## src/rtl/bp_fe_bht_ctr_pkg.sv

```systemverilog
// bp_fe_bht_ctr_pkg: shared types and helpers for the parametrised branch history table
package bp_fe_bht_ctr_pkg;

    typedef enum logic {e_bht_gselect, e_bht_gshare} bp_fe_bht_hash_e;

    typedef enum logic [1:0] {e_reset, e_clear, e_run} bp_fe_bht_state_e;

    function automatic int safe_clog2(input int n);
        return (n > 1) ? $clog2(n) : 1;
    endfunction

    function automatic logic [31:0] bp_fe_sat_ctr_update(input logic [31:0] ctr, input logic taken, input int width);
        logic [31:0] max_ctr;
        max_ctr = (32'd1 << width) - 32'd1;
        return taken ? ((ctr == max_ctr) ? ctr : ctr + 32'd1) : ((ctr == '0) ? ctr : ctr - 32'd1);
    endfunction

endpackage

```

## src/rtl/bp_fe_bht_ctr_hash.sv

```systemverilog
// bp_fe_bht_ctr_hash: row index and counter offset from a PC and global history
module bp_fe_bht_ctr_hash
    import bp_fe_bht_ctr_pkg::*;
#(
    parameter int vaddr_width_p      = 39,
    parameter int bht_idx_width_p    = 6,
    parameter int ghist_width_p      = 2,
    parameter int bht_row_els_p      = 4,
    parameter int bht_ignored_bits_p = 2,
    parameter int hash_mode_p        = 0,
    localparam int idx_width_lp      = bht_idx_width_p + ghist_width_p,
    localparam int off_width_lp      = safe_clog2(bht_row_els_p)
) (
    input  logic [vaddr_width_p-1:0] addr_i,
    input  logic [ghist_width_p-1:0] ghist_i,
    output logic [idx_width_lp-1:0]  idx_o,
    output logic [off_width_lp-1:0]  off_o
);

    // Bits outside the index/offset fields are intentionally ignored.
    logic unused_addr;
    assign unused_addr = ^addr_i;

    if (hash_mode_p == int'(e_bht_gshare)) begin : g_gshare
        logic [idx_width_lp-1:0] a;
        assign a = addr_i[bht_ignored_bits_p +: idx_width_lp];
        assign idx_o = a ^ idx_width_lp'(ghist_i);
    end else begin : g_gselect
        assign idx_o = {addr_i[bht_ignored_bits_p +: bht_idx_width_p], ghist_i};
    end

    if (bht_row_els_p == 1) begin : g_one_el
        assign off_o = '0;
    end else begin : g_multi_el
        assign off_o = addr_i[bht_ignored_bits_p + bht_idx_width_p +: off_width_lp];
    end

endmodule

```

## src/rtl/bp_fe_bht_ctr.sv

```systemverilog
// bp_fe_bht_ctr: branch history table of n-bit saturating counters with clear, forwarding and confidence
module bp_fe_bht_ctr
    import bp_fe_bht_ctr_pkg::*;
#(
    parameter int vaddr_width_p      = 39,
    parameter int bht_idx_width_p    = 6,
    parameter int ghist_width_p      = 2,
    parameter int bht_row_els_p      = 4,
    parameter int bht_ignored_bits_p = 2,
    parameter int ctr_width_p        = 2,
    parameter int hash_mode_p        = 0,
    parameter int init_ctr_p         = 2**(ctr_width_p-1) - 1,
    localparam int idx_width_lp      = bht_idx_width_p + ghist_width_p,
    localparam int els_lp            = 2**idx_width_lp,
    localparam int row_width_lp      = ctr_width_p * bht_row_els_p,
    localparam int off_width_lp      = safe_clog2(bht_row_els_p)
) (
    input  logic                     clk_i,
    input  logic                     reset_i,
    input  logic                     clear_i,
    output logic                     init_done_o,
    input  logic                     w_v_i,
    output logic                     w_ready_o,
    input  logic [vaddr_width_p-1:0] w_addr_i,
    input  logic [ghist_width_p-1:0] w_ghist_i,
    input  logic [row_width_lp-1:0]  w_row_i,
    input  logic                     w_taken_i,
    input  logic                     r_v_i,
    input  logic [vaddr_width_p-1:0] r_addr_i,
    input  logic [ghist_width_p-1:0] r_ghist_i,
    output logic [row_width_lp-1:0]  val_o,
    output logic                     pred_o,
    output logic                     conf_o
);

    bp_fe_bht_state_e        state_q, state_d;
    logic [idx_width_lp-1:0] cnt_q, cnt_d, r_idx, w_idx, mem_w_addr;
    logic [off_width_lp-1:0] r_off, w_off;
    logic [row_width_lp-1:0] w_row_upd, mem_w_data, r_row, val_q;
    logic [ctr_width_p-1:0]  r_ctr;
    logic                    mem_w_v, pred_q, conf_q;
    logic [row_width_lp-1:0] mem_q [els_lp];

    bp_fe_bht_ctr_hash #(
        .vaddr_width_p(vaddr_width_p), .bht_idx_width_p(bht_idx_width_p), .ghist_width_p(ghist_width_p),
        .bht_row_els_p(bht_row_els_p), .bht_ignored_bits_p(bht_ignored_bits_p), .hash_mode_p(hash_mode_p)
    ) r_hash (.addr_i(r_addr_i), .ghist_i(r_ghist_i), .idx_o(r_idx), .off_o(r_off));

    bp_fe_bht_ctr_hash #(
        .vaddr_width_p(vaddr_width_p), .bht_idx_width_p(bht_idx_width_p), .ghist_width_p(ghist_width_p),
        .bht_row_els_p(bht_row_els_p), .bht_ignored_bits_p(bht_ignored_bits_p), .hash_mode_p(hash_mode_p)
    ) w_hash (.addr_i(w_addr_i), .ghist_i(w_ghist_i), .idx_o(w_idx), .off_o(w_off));

    // State register; reset always returns to e_reset
    always_ff @(posedge clk_i)
        state_q <= reset_i ? e_reset : state_d;

    // Next state: sweep every row once, restart the sweep on any clear request
    always_comb begin
        state_d = state_q;
        case (state_q)
            e_reset: state_d = e_clear;
            e_clear: state_d = (!clear_i && &cnt_q) ? e_run : e_clear;
            e_run:   state_d = clear_i ? e_clear : e_run;
            default: state_d = e_reset;
        endcase
    end

    // Init row counter: counts only while clearing, restarts on clear_i
    always_ff @(posedge clk_i)
        cnt_q <= reset_i ? '0 : cnt_d;

    assign cnt_d = (state_q != e_clear || clear_i) ? '0 : cnt_q + idx_width_lp'(1);

    // FSM outputs and memory write port selection (init sweep vs. accepted update)
    always_comb begin
        init_done_o = (state_q == e_run);
        w_ready_o   = init_done_o & ~clear_i;
        mem_w_v     = (state_q == e_clear) | (w_v_i & w_ready_o);
        mem_w_addr  = (state_q == e_clear) ? cnt_q : w_idx;
        mem_w_data  = (state_q == e_clear) ? {bht_row_els_p{ctr_width_p'(init_ctr_p)}} : w_row_upd;
    end

    // Update row: bump only the addressed counter, pass the others through from the snapshot
    always_comb begin
        w_row_upd = w_row_i;
        for (int k = 0; k < bht_row_els_p; k++)
            if (off_width_lp'(k) == w_off)
                w_row_upd[k*ctr_width_p +: ctr_width_p] = ctr_width_p'(bp_fe_sat_ctr_update(
                    32'(w_row_i[k*ctr_width_p +: ctr_width_p]), w_taken_i, ctr_width_p));
    end

    // Table storage write port
    always_ff @(posedge clk_i)
        if (mem_w_v)
            mem_q[mem_w_addr] <= mem_w_data;

    // A same-cycle write to the read row wins over stale memory contents
    assign r_row = (mem_w_v && mem_w_addr == r_idx) ? mem_w_data : mem_q[r_idx];

    // Counter selected by the read offset
    always_comb begin
        r_ctr = r_row[ctr_width_p-1:0];
        for (int k = 0; k < bht_row_els_p; k++)
            if (off_width_lp'(k) == r_off)
                r_ctr = r_row[k*ctr_width_p +: ctr_width_p];
    end

    // Read output register: captures on r_v_i, holds otherwise
    always_ff @(posedge clk_i)
        if (reset_i) begin
            val_q  <= '0;
            pred_q <= 1'b0;
            conf_q <= 1'b0;
        end else if (r_v_i) begin
            val_q  <= r_row;
            pred_q <= r_ctr[ctr_width_p-1];
            conf_q <= &r_ctr | ~|r_ctr;
        end

    assign val_o  = val_q;
    assign pred_o = pred_q;
    assign conf_o = conf_q;

endmodule

```

## config.mk

```make
export PLATFORM = sky130hd
export DESIGN_NAME = bp_fe_bht_ctr
export DESIGN_NICKNAME = d
export VERILOG_FILES = /design/src/rtl/bp_fe_bht_ctr_pkg.sv /design/src/rtl/bp_fe_bht_ctr_hash.sv /design/src/rtl/bp_fe_bht_ctr.sv
export SDC_FILE = /design/constraint.sdc
export NUM_CORES = 2
export LEC_CHECK = 0
export ABC_CLOCK_PERIOD_IN_PS = 19800
export CORE_ASPECT_RATIO = 1.5
export CORE_MARGIN = 10
export CORE_UTILIZATION = 35
export DETAILED_ROUTE_END_ITERATION = 12
export HOLD_SLACK_MARGIN = 0.12
export REMOVE_ABC_BUFFERS = 1
export SLEW_MARGIN = 20
export SYNTH_ARGS = -nofsm -noshare
export SYNTH_HDL_FRONTEND = slang
export SYNTH_SLANG_ARGS = --single-unit
```

## constraint.sdc

```tcl
create_clock -name clk_i -period 19.8 [get_ports clk_i]
set_clock_uncertainty 0.2 [all_clocks]
set_input_delay 3.96 -clock clk_i [delete_from_list [all_inputs] [get_ports clk_i]]
set_output_delay 3.96 -clock clk_i [all_outputs]
set_load 0.03 [all_outputs]
```

==> impl_results.md <==
* Initial antenna violation count at 10
* Final Cycle Share at 51.4%
* Gpl congestion at 0.875
* Final hold violation count at 0
* Design area at 90800 sq um
* Die height at 611 microns
* Post-synth EDFFs at 2048
* WL final at 229000 microns
* Critical path fanouts, max at 43
* Bufs on Longest Clock Path at 4
* Via Count at 41234
* Final-report setup violation count at 0
* Port buffer count at 45
* Startpoint types: input port
* Hold_buf cts at 0
* Detailed-route DRC error count at 0
* Max_cap viols at 0
* Mapped Cells at 4115
* Worst hold margin at 0.289 ns
* Sink Count at 2068
* Crit path required time at 20.30 ns
* Fmax at 0.0983 GHz
* Core ar. at 231000 sq um
* # rows at 216
* Share of cells above drive strength 1 at 18.8%
* Post-DP Area at 85300 sq um
* Synth Register Bits at 2068
* DR WL/cell at 31.1 microns
* Number of global-route vias before repair at 41981
* Routed Antenna Nets at 0
* Type of destination of the critical path: flip-flop
* Initial DRC count at 4465
* Seq/Total Area, Yosys at 76.0%
* Syn Std Cell Area at 81500 sq um
* CTS tree: built
* Clock transition time at the flip-flop clock pins of the worst setup and hold paths at 0.06 ns
* Asr flop ratio synth at 0%
* Clk_lat worst skew at 0.84 ns
* Synth warn at 0
* Layout overhead on the synthesized area at 11.4%
* Die area at 253000 sq um
* Outcome: finished, final reports clean
* Final worst path period need at 10.18 ns
* Maximum number of pins on one net before global-route repair at 199
* I/O pins at 108
* Global Route Usage Sum at 17.7%
* RSZ-0062 raised after global routing: false
* Initial Utilization at 35.2%
* Max-slew headroom at 9.67%
* Post_cts resized at 0
* Die span in x at 414 microns
* Post-CTS Setup Bufs at 0
* Post-layout nets at 4300
* Count of cell types in the netlist at 77
* Max VDD drop at 0.0000685 V
* Cts bufs inserted at 179
* Power Dens Cells at 96.7 nW/um^2
* Pre-antenna DRT Iters at 6
* Crit path kind: input port to flip-flop
* Core Util, Final at 39.2%
* Avg Cell Area, Syn at 19.8 sq um
* Dpl hpwl at 143000 microns
* # H-tree levels at 4
* Leak Pwr at 27.8 nW
* Worst Path Arrival at 10.67 ns
* Setup tns final at 0 ns
* Global-route wire length before repair at 322000 microns
* Slew Limit Fails at 0
* Hold Crit Class: flip-flop to flip-flop
* Power Total at 0.00878 W
* Root Buffer: clkbuf_16
* GRT overflow at 0
* Worst slew pin tran at 1.34 ns
* Vias per cell at 5.59
* Top FF cell, synth: edfxtp_1
-- worst paths after layout --
| check | from | endpoint | slack [ns] | cells past startpoint |
|---|---|---|---|---|
| max | r_ghist_i[0] | conf_o | 9.62 | 14 |
| min | val_o[4] | val_o[4] | 0.29 | 2 |
| max reg2reg | mem_q[95][2] | conf_o | 15.07 | 9 |
| min reg2reg | val_o[4] | val_o[4] | 0.29 | 2 |
-- synthesized netlist by cell type, types with 22 or more instances --
library cell / n / area [sq um]
o221ai_1: 22 / 193
buf_6: 30 / 338
nand3_1: 66 / 330
clkbuf_1: 111 / 417
a211oi_1: 31 / 233
o21ai_0: 47 / 235
buf_4: 33 / 248
mux4_2: 417 / 9390
buf_2: 58 / 290
nand2_1: 145 / 544
mux2i_1: 255 / 2550
nor3_1: 24 / 120
a21oi_1: 90 / 450
edfxtp_1: 2048 / 61500
a22oi_1: 113 / 848
nor2_1: 324 / 1220
o22ai_1: 24 / 150
-- registers in the layout, summed over array words and instances (netlist names) --
name and cells:
cnt_q 8, conf_o 1, mem_q 2048, pred_o 1, state_q 2, val_o 8
-- cells by family (layout without fill, tap and decap cells) --
family                     count (synthesis)  in the layout  share of synthesized area (%)
muxes                                    677            677                           14.7
other                                      0              9                              0
buffers and inverters                    259            463                           1.82
and+or+nand+nor                          661            661                           3.58
AOI/OAI and AO/OA                        431            431                           3.65
adders and majority gates                  3              3                         0.0399
DFF                                     2068           2068                           76.0
xor gates and xnor gates                  16             16                          0.172
-- layer usage --
metal | GRT usage (%) | routed length, microns
met1 | 21.1 | 82900
met2 | 30.8 | 118000
met3 | 2.98 | 15700
met4 | 9.04 | 12800
met5 | 0 | 10
-- final cells by class --
type                       count  area, sq um
clock buffer                 212         4710
tap                         3052         3820
clock inverter                85          731
fill                       20769       141000
antenna                        9         22.5
timing repair buffer         154         1320
sequential                  2068        61900
multi-input combinational   1788        18200
inverter                      12         62.6
-- layout by cell type, fill, tap and decap left out, types with 7 or more instances in the layout --
cell	netlist	final
o22ai_1	24	24
nand3b_1	20	20
o21ai_0	47	46
mux4_2	417	417
inv_1	11	9
xnor2_1	10	10
nor2_1	324	322
mux2i_1	255	255
nor4_1	9	9
a31oi_1	9	9
clkinv_1	0	31
nand2_1	145	143
bufinv_16	0	12
buf_4	33	104
a22o_1	7	7
clkbuf_1	111	28
a221oi_1	16	16
o21ai_1	7	7
and3_1	9	9
clkinv_2	0	31
nand2b_1	11	11
a21oi_1	90	86
a22oi_1	113	113
diode_2	0	9
clkbuf_16	0	184
o221ai_1	22	22
edfxtp_1	2048	2048
nand4_1	8	8
a211oi_1	31	31
dfxtp_1	20	20
nor3_1	24	24
clkdlybuf4s50_1	0	39
nand3_1	66	66
or3_1	8	8
-- worst max-delay path: stages --
cell	delay [ns]
buf_8	0.28
buf_4	0.75
buf_4	0.80
buf_4	0.77
buf_4	0.65
mux4_2	0.58
a22oi_1	0.27
a21oi_1	0.18
nor4_2	0.50
o22ai_1	0.27
o32ai_1	0.69
a2bb2o_2	0.36
o2111a_1	0.15
a2111oi_2	0.28
-- where the power goes --
| part | leakage (nW) | switching [W] | internal, W |
|---|---|---|---|
| Clock | 2.67 | 0.00156 | 0.00185 |
| Sequential | 18.5 | 0.00000228 | 0.00484 |
| Combinational | 6.63 | 0.000374 | 0.000154 |
| Total | 27.8 | 0.00193 | 0.00685 |
-- metrics by stage --
stage                     std cells  setup WS [ns]
after floorplan                3868           3.26
after global placement         7074           8.79
after detailed placement       7074           8.83
after CTS                      7371           9.66
after global routing           7372           9.18
final                          7380           9.62
No activity file was read; power rests on OpenSTA's default activity.
